[src/rtl/spikes_phase_controller_pkg.sv]
// Shared types and default timing for the spike hazard layer.
// The bitmap, the collision logic and the phase controller all use these values.
package spikes_phase_controller_pkg;

    // Controller states; the low two bits double as the reported phase code
    typedef enum logic [2:0] {
        S_IDLE      = 3'd0,
        S_RETRACTED = 3'd1,
        S_WARNING   = 3'd2,
        S_EXTENDED  = 3'd3,
        S_LOAD      = 3'd4
    } spike_phase_t;

    localparam int DEF_RETRACT_FRAMES = 120;
    localparam int DEF_WARN_FRAMES    = 60;
    localparam int DEF_EXTEND_FRAMES  = 90;
    localparam int DEF_BLINK_LOG2     = 3;
    localparam int DEF_NUM_LAYOUTS    = 5;

    // Limit a requested layout index to the last layout the bitmap holds
    function automatic logic [3:0] clamp_layout(input logic [3:0] req,
                                                input logic [3:0] max_idx);
        return (req > max_idx) ? max_idx : req;
    endfunction

endpackage

[src/rtl/spikes_phase_controller_frame_tick_counter.sv]
// Eight-bit frame counter for the spike phase controller.
// Counts qualified frame ticks and flags the tick that ends the current phase.
module frame_tick_counter (
    input  logic       clk,
    input  logic       resetN,
    input  logic       clear,
    input  logic       tick,
    input  logic [7:0] limit,
    output logic [7:0] count,
    output logic       terminal
);

    // The ending tick is the one that arrives while the count sits on limit-1
    assign terminal = tick & (count == (limit - 8'd1));

    // Count qualified frames; clear wins over tick so a state entry restarts at zero
    always_ff @(posedge clk) begin
        if (!resetN) begin
            count <= 8'd0;
        end else if (clear) begin
            count <= 8'd0;
        end else if (tick) begin
            count <= count + 8'd1;
        end else begin
            count <= count;
        end
    end

endmodule

[src/rtl/spikes_phase_controller.sv]
// Spike phase sequencer: selects the layout, holds the bitmap in reload while idle,
// and cycles the spikes through retracted, blinking warning and lethal extended phases.
module spikes_phase_controller
    import spikes_phase_controller_pkg::*;
#(
    parameter int RETRACT_FRAMES = DEF_RETRACT_FRAMES,
    parameter int WARN_FRAMES    = DEF_WARN_FRAMES,
    parameter int EXTEND_FRAMES  = DEF_EXTEND_FRAMES,
    parameter int BLINK_LOG2     = DEF_BLINK_LOG2,
    parameter int NUM_LAYOUTS    = DEF_NUM_LAYOUTS
) (
    input  logic       clk,
    input  logic       resetN,
    input  logic       startOfFrame,
    input  logic       game_on,
    input  logic       pause,
    input  logic [3:0] level_num,
    output logic [3:0] layout_sel,
    output logic       bitmap_run,
    output logic       spikes_visible,
    output logic       spikes_lethal,
    output logic [1:0] phase,
    output logic       phase_done
);

    localparam logic [3:0] MAX_LAYOUT = 4'(NUM_LAYOUTS - 1);

    spike_phase_t state;
    logic         tick;
    logic         clear;
    logic         terminal;
    logic [7:0]   limit;
    logic [7:0]   count;
    logic [7:0]   count_step;

    assign tick  = startOfFrame & ~pause;
    // Counter restarts on any state entry: held in IDLE/LOAD, cleared on phase end or exit
    assign clear = ~game_on | (state == S_IDLE) | (state == S_LOAD) | terminal;
    // Counter value after this edge when staying in the phase; drives the blink ahead of time
    assign count_step = tick ? (count + 8'd1) : count;
    // LOAD encodes as 3'b100 so its low bits already report phase 0
    assign phase = state[1:0];

    // Select the duration of the phase currently running
    always_comb begin
        limit = 8'd0;
        case (state)
            S_RETRACTED: limit = 8'(RETRACT_FRAMES);
            S_WARNING:   limit = 8'(WARN_FRAMES);
            S_EXTENDED:  limit = 8'(EXTEND_FRAMES);
            default:     limit = 8'd0;
        endcase
    end

    frame_tick_counter u_counter (
        .clk      (clk),
        .resetN   (resetN),
        .clear    (clear),
        .tick     (tick),
        .limit    (limit),
        .count    (count),
        .terminal (terminal)
    );

    // Phase FSM with all outputs registered against the next state
    always_ff @(posedge clk) begin
        if (!resetN) begin
            state          <= S_IDLE;
            layout_sel     <= 4'd0;
            bitmap_run     <= 1'b0;
            spikes_visible <= 1'b0;
            spikes_lethal  <= 1'b0;
            phase_done     <= 1'b0;
        end else begin
            phase_done <= 1'b0;
            if (!game_on) begin
                // Round over: drop to IDLE from anywhere; layout follows level only once idle
                state          <= S_IDLE;
                bitmap_run     <= 1'b0;
                spikes_visible <= 1'b0;
                spikes_lethal  <= 1'b0;
                if (state == S_IDLE) begin
                    layout_sel <= clamp_layout(level_num, MAX_LAYOUT);
                end else begin
                    layout_sel <= layout_sel;
                end
            end else begin
                case (state)
                    S_IDLE: begin
                        layout_sel     <= clamp_layout(level_num, MAX_LAYOUT);
                        state          <= S_LOAD;
                        bitmap_run     <= 1'b0;
                        spikes_visible <= 1'b0;
                        spikes_lethal  <= 1'b0;
                    end
                    S_LOAD: begin
                        state          <= S_RETRACTED;
                        bitmap_run     <= 1'b1;
                        spikes_visible <= 1'b0;
                        spikes_lethal  <= 1'b0;
                    end
                    S_RETRACTED: begin
                        bitmap_run    <= 1'b1;
                        spikes_lethal <= 1'b0;
                        if (terminal) begin
                            state          <= S_WARNING;
                            phase_done     <= 1'b1;
                            spikes_visible <= 1'b1;
                        end else begin
                            spikes_visible <= 1'b0;
                        end
                    end
                    S_WARNING: begin
                        bitmap_run <= 1'b1;
                        if (terminal) begin
                            state          <= S_EXTENDED;
                            phase_done     <= 1'b1;
                            spikes_visible <= 1'b1;
                            spikes_lethal  <= 1'b1;
                        end else begin
                            spikes_visible <= ~count_step[BLINK_LOG2];
                            spikes_lethal  <= 1'b0;
                        end
                    end
                    S_EXTENDED: begin
                        bitmap_run <= 1'b1;
                        if (terminal) begin
                            state          <= S_RETRACTED;
                            phase_done     <= 1'b1;
                            spikes_visible <= 1'b0;
                            spikes_lethal  <= 1'b0;
                        end else begin
                            spikes_visible <= 1'b1;
                            spikes_lethal  <= 1'b1;
                        end
                    end
                    default: begin
                        state          <= S_IDLE;
                        bitmap_run     <= 1'b0;
                        spikes_visible <= 1'b0;
                        spikes_lethal  <= 1'b0;
                    end
                endcase
            end
        end
    end

endmodule

[config.mk]
export PLATFORM = sky130hd
export DESIGN_NAME = spikes_phase_controller
export DESIGN_NICKNAME = d
export VERILOG_FILES = /design/src/rtl/spikes_phase_controller_pkg.sv /design/src/rtl/spikes_phase_controller_frame_tick_counter.sv /design/src/rtl/spikes_phase_controller.sv
export SDC_FILE = /design/constraint.sdc
export NUM_CORES = 1
export LEC_CHECK = 0
export CAP_MARGIN = 30
export CELL_PAD_IN_SITES_DETAIL_PLACEMENT = 1
export CELL_PAD_IN_SITES_GLOBAL_PLACEMENT = 2
export CORE_ASPECT_RATIO = 1.25
export CORE_MARGIN = 2
export CORE_UTILIZATION = 31
export DETAILED_ROUTE_END_ITERATION = 7
export GPL_TIMING_DRIVEN = 0
export PLACE_DENSITY = 0.84
export SLEW_MARGIN = 20
export SYNTH_ARGS = -nofsm -noshare
export SYNTH_HDL_FRONTEND = slang
export SYNTH_HIERARCHICAL = 1
export SYNTH_SLANG_ARGS = --single-unit
[constraint.sdc]
create_clock -name clk -period 3.2 [get_ports clk]
set_clock_uncertainty 0.05 [all_clocks]
set_input_delay 0.64 -clock clk [delete_from_list [all_inputs] [get_ports clk]]
set_output_delay 0.64 -clock clk [all_outputs]
set_load 0.02 [all_outputs]
==> impl_metrics.toml, run 1 <==
[run]
cap_violations = 0

[power]
switching_share_pct = 24.5
leakagePower_nw = 0.525
combPwrFrac_pct = 15.3
p_int_w = 0.000365
pwr-share-seq_pct = 50.3
peakVddDrop_mv = 0.351
pwr-share-clk_pct = 34.4
power_density_nw_per_um2 = 327
p_sw_w = 0.000118

[route]
drt_wl_total_microns = 2670
detail_route.wl_per_cell_microns = 13.5
via_per_inst = 4.98
drc = 0
vias = 981
postRouteAntennaNets = 0
drt_first_pass_iters = 3
drtIter0Drc = 14

[die]
num_rows = 24
dieArea_sq_um = 4150
start_util_pct = 32.5
die_w_microns = 58.0
die_h_microns = 71.5
core_sq_um = 3480
pin_count = 19

[worst_setup_path]
critPathCaptureType = "register"
crit_fanout = 10
start_kind = "register"
cp.arrival_ps = 3090
worstSetupPathType = "register to register"
critPathRequiredTime_ps = 3340

[logic_synthesis]
synth_top_family_by_area = "simple AND/OR/NAND/NOR gates"
ys_seq_area_share_pct = 33.6
synthArstFlopShare_pct = 0
ys_ff_latch = 19
synth-xor-area-share_pct = 14.6
yosys.area_share.adder_pct = 2.21
ys_warn_count = 6
synth_area_per_cell_sq_um = 8.63
synth.area.mux_share_pct = 0.885
synth-compound-area-share_pct = 11.2
yosys.area_share.simple_pct = 31.7
synthFlopType = "dfxtp_1"
synth_edf_count = 0
synth.distinct_cells = 43
syn_inst = 131
netlist_area_sq_um = 1130

[min_path]
hold_path.class = "register to register"

[clock_network]
cts_buffers = 3
cts_tree = "built"
hold_buffers = 0
clk_latency_ps = 250
clk_pin_slew_ps = 70
cts_sinks = 19
htreeDepth = 1
cts_root_buf = "clkbuf_8"
clock_path_buffers = 2

[placement]
postPlaceCellArea_sq_um = 1380
port_buffers = 18
hpwl_microns = 2140
globalplace.congestion = 0.680

[grt]
gr-total-overflow = 0
antenna_found_initial = 0
grt_max_degree = 11
grt_pass1_vias = 1093
grt_pass1_wl_microns = 4790
grt_use_total_pct = 14.4

[sta]
final-max-slew-violation-count = 0
setup_tns_ps = 0
rsz0062_at_grt = "false"
setup-violations-final = 0
hold_violations = 0
min_period_ps = 2960
fin_crit_sh_pct = 92.4
fin_hold_ws_ps = 416
fmax_mhz = 338

[layout]
multi_input_area_sq_um = 752
fillers = 410
final_common_cell = "dfxtp_1"
regArea_sq_um = 380
nets = 170
diodes = 0
design_area_sq_um = 1470
syn2layout_area_growth_pct = 30.3
mostFrequentLayoutCells = "19 x dfxtp_1, 18 x clkdlybuf4s50_1, 13 x nor2_1, 11 x nand2_1, 10 x xnor2_1"
fin_util_pct = 42.3
layout-drive-gt1-share_pct = 16.5

[status]
status = "completed"
[through the flow]
step,setup WS (ps),std cells,power [W]
after floorplan,339,136,0.000292
after global placement,-252,193,0.000315
after detailed placement,-389,193,0.000318
after CTS,14.2,197,0.000484
after global routing,31.0,197,0.000505
final,245,197,0.000483
[layout make-up]
class | instances | area share, %
buffer | 8 | 3.57
clock buffer | 4 | 3.06
multi-input combinational | 106 | 51.0
sequential | 19 | 25.8
inverter | 2 | 0.509
timing repair buffer | 19 | 12.7
tap | 39 | 3.31
[flip-flops by register name, summed over array words and instances, names as in the netlist]
| signal | count |
|---|---|
| spikes_visible | 1 |
| spikes_lethal | 1 |
| bitmap_run | 1 |
| layout_sel | 4 |
| state | 3 |
| phase_done | 1 |
| u_counter/count | 8 |
[repair_timing]
action | 4_1_cts | 5_1_grt
pin swaps | 0 | 1
hold endpoints to repair | 0 | 0
endpoints found under the setup margin | 12 | 10
gates resized for setup | 4 | 7
buffers inserted | 0 | 1
[routing by layer]
layer	vias up	wire (microns)	GRT usage, %
li1	499	-	-
met1	464	1130	16.9
met2	14	1430	26.5
met3	4	74	2.53
met4	0	35	3.88
met5	-	0	0
[cells by family (layout without fill, tap and decap cells)]
group,after synthesis,after routing
XOR/XNOR,18,18
buffers and inverters,11,33
adder cells (fa/ha/maj),2,2
flip-flops,19,19
other,1,6
AND/OR/NAND/NOR,62,62
multiplexers,1,1
AO/OA/AOI/OAI,17,17
[power by group through the flow]
stage	clock (W)	combinational (W)	sequential (W)
5_1_grt	0.000180	0.0000822	0.000243
6_report	0.000166	0.0000739	0.000243
3_3_place_gp	0	0.0000675	0.000248
4_1_cts	0.000169	0.0000722	0.000243
2_1_floorplan	0	0.0000416	0.000251
3_5_place_dp	0	0.0000698	0.000248
[critical path, cell delays in order (launching register included)]
cell and delay (ps):
dfxtp_1 410, clkbuf_4 250, and3b_2 270, inv_1 70, ha_2 250, nor4_1 60
a32o_1 230, a221oi_2 340, nor4_4 100, or3b_2 460, nand2b_2 260, nor2_1 150
[cells in the mapped netlist, drive strengths merged, types with 3 or more instances]
cell type	count	share of area, %
a21oi	4	1.8
buf	5	3.4
clkbuf	4	1.3
dfxtp	19	34
nand2	11	3.7
nand4	5	3.3
nor2	15	5.0
nor2b	5	3.4
nor3	7	4.1
nor4	4	2.8
o21ai	4	1.8
or3	3	2.1
xnor2	10	7.7
xor2	8	6.9
[path summary, 6_finish.rpt]
path,startpoint,to,slack (ps),cells after the start
worst max register to register,state[2]$_SDFFE_PN0P_,u_counter/count[6]$_SDFFE_PP0P_,240,11
worst min register to register,layout_sel[0]$_SDFFE_PN0P_,layout_sel[0]$_SDFFE_PN0P_,420,2
worst max-delay path,state[2]$_SDFFE_PN0P_,u_counter/count[6]$_SDFFE_PP0P_,240,11
worst min-delay path,layout_sel[0]$_SDFFE_PN0P_,layout_sel[0]$_SDFFE_PN0P_,420,2
(Power assumes the default switching activity.)
==> inputs of run 2 (changes only) <==
- SLEW_MARGIN: 20 -> 40
- clock period: 3.2 -> 3.3 ns (I/O delays scaled with it)
==> run 2 against run 1 <==
Net effect:
- largest power group unchanged
- routed wire length increased by 1.1%
- cell area shrank 1.4%
- maximum frequency down 2.5%
- sequential cell count stayed put
- first-iteration DRC count increased by 71%
- worst hold slack better by 7.4 ps
- utilization is 0.57 points lower
- critical endpoint unchanged
==> impl_metrics.toml, run 2 (synthesis gave the netlist of run 1 again) <==
[grt]
grt_max_degree = 11
grt_use_total_pct = 15.1
gr-total-overflow = 0
grt_pass1_wl_microns = 4880
grt_pass1_vias = 1133
antenna_found_initial = 0

[worst_setup_path]
cp.arrival_ps = 3160
crit_fanout = 10
crit_chain = "buf_2 -> and3b_1 -> inv_1 -> ha_1 -> nor4_1 -> a32o_1 -> a221oi_2 -> nor4_4 -> or3b_2 -> nand2b_2 -> nor2_1"
slowest_stage = "or3b_2"
worstSetupPathType = "register to register"
critPathRequiredTime_ps = 3430
critPathCaptureType = "register"
start_kind = "register"
max_stage_delay_ps = 460

[placement]
postPlaceCellArea_sq_um = 1390
globalplace.congestion = 0.680
hpwl_microns = 2200
port_buffers = 18
place_ws_ps = -1.11

[sta]
setup_tns_ps = 0
fin_crit_sh_pct = 91.8
worst_slack_ps = 270
rsz0062_at_grt = "false"
final-max-slew-violation-count = 0
setup-violations-final = 0
worstMarginPinSlew_ps = 643
slew_headroom_pct = 57.0
hold_violations = 0
min_period_ps = 3030
fmax_mhz = 330

[route]
drt_wl_total_microns = 2690
drtIter0Drc = 24
detail_route.wl_per_cell_microns = 13.7
drt_first_pass_iters = 4
via_per_inst = 4.98
vias = 981
drc = 0
postRouteAntennaNets = 0

[layout]
final_common_cell = "dfxtp_1"
regArea_sq_um = 380
nets = 170
design_area_sq_um = 1450
mostFrequentLayoutCells = "19 x dfxtp_1, 18 x clkdlybuf4s50_1, 15 x nor2_1, 11 x nand2_1, 10 x xnor2_1"
layout-drive-gt1-share_pct = 13.9
fillers = 407
top_regs = "u_counter/count x8, layout_sel x4, state x3"
multi_input_area_sq_um = 734
largest_register_ffs = 8
top_register = "u_counter/count"
syn2layout_area_growth_pct = 28.5
diodes = 0

[power]
power.total_w = 0.000465
leakagePower_nw = 0.522
power_density_nw_per_um2 = 320
peakVddDrop_mv = 0.248

[die]
core_sq_um = 3480
die_h_microns = 71.5
start_util_pct = 32.5
num_rows = 24
dieArea_sq_um = 4150
die_w_microns = 58.0
pin_count = 19

[clock_network]
cts_root_buf = "clkbuf_8"
cts_buffers = 3
clk_pin_slew_ps = 70
clk_latency_ps = 250
clock_path_buffers = 2
cts_tree = "built"
htreeDepth = 1
cts_sinks = 19

[min_path]
hold_path.class = "register to register"

[run]
cap_violations = 0

[status]
status = "completed"
[run 2: final timing paths]
check | startpoint | cells after the start | end | slack [ps]
hold / removal | layout_sel[0]$_SDFFE_PN0P_ | 2 | layout_sel[0]$_SDFFE_PN0P_ | 420
hold reg to reg | layout_sel[0]$_SDFFE_PN0P_ | 2 | layout_sel[0]$_SDFFE_PN0P_ | 420
setup reg to reg | state[2]$_SDFFE_PN0P_ | 11 | u_counter/count[6]$_SDFFE_PP0P_ | 270
setup / recovery | state[2]$_SDFFE_PN0P_ | 11 | u_counter/count[6]$_SDFFE_PP0P_ | 270
[run 2: worst max-delay path, delay by kind of cell (launching register included)]
kind                     cells  cell delay [ps]
adder cells (fa/ha/maj)      1              300
flip-flops                   1              410
AND/OR/NAND/NOR              6             1290
AO/OA/AOI/OAI                2              570
buffers and inverters        2              330
[run 2: final cells by class]
type	count	area share (%)
Clock buffer	4	3.10
Sequential cell	19	26.2
Inverter	2	0.516
Timing Repair Buffer	19	12.9
Buffer	8	3.44
Tap cell	39	3.36
Multi-Input combinational cell	106	50.5
[run 2: metal layers]
metal  vias up  track usage [%]  routed length (microns)
li1        496                -                        -
met1       468             15.7                     1090
met2        13             28.8                     1490
met3         4             1.81                       52
met4         0             7.75                       62
met5         -                0                        0
[run 2: what timing repair did]
action / CTS / global route
buffers inserted: 0 / 1
hold buffers: 0 / 0
setup endpoints to repair: 1 / 9
pin swaps: 0 / 1
gates resized for setup: 1 / 3
[run 2: per-stage QoR]
stage / hold WS, ps / std cells / utilization, %
floorplan: 429 / 136 / -
global placement: 406 / 193 / 39.6
detailed placement: 418 / 193 / 39.8
CTS: 432 / 197 / 41.3
global route: 442 / 197 / 41.7
finish: 424 / 197 / 41.7
[run 2: power breakdown]
part / switching [W] / total [W] / internal [W]
Combinational: 0.0000361 / 0.0000697 / 0.0000336
Sequential: 0.00000252 / 0.000235 / 0.000233
Clock: 0.0000744 / 0.000160 / 0.0000858
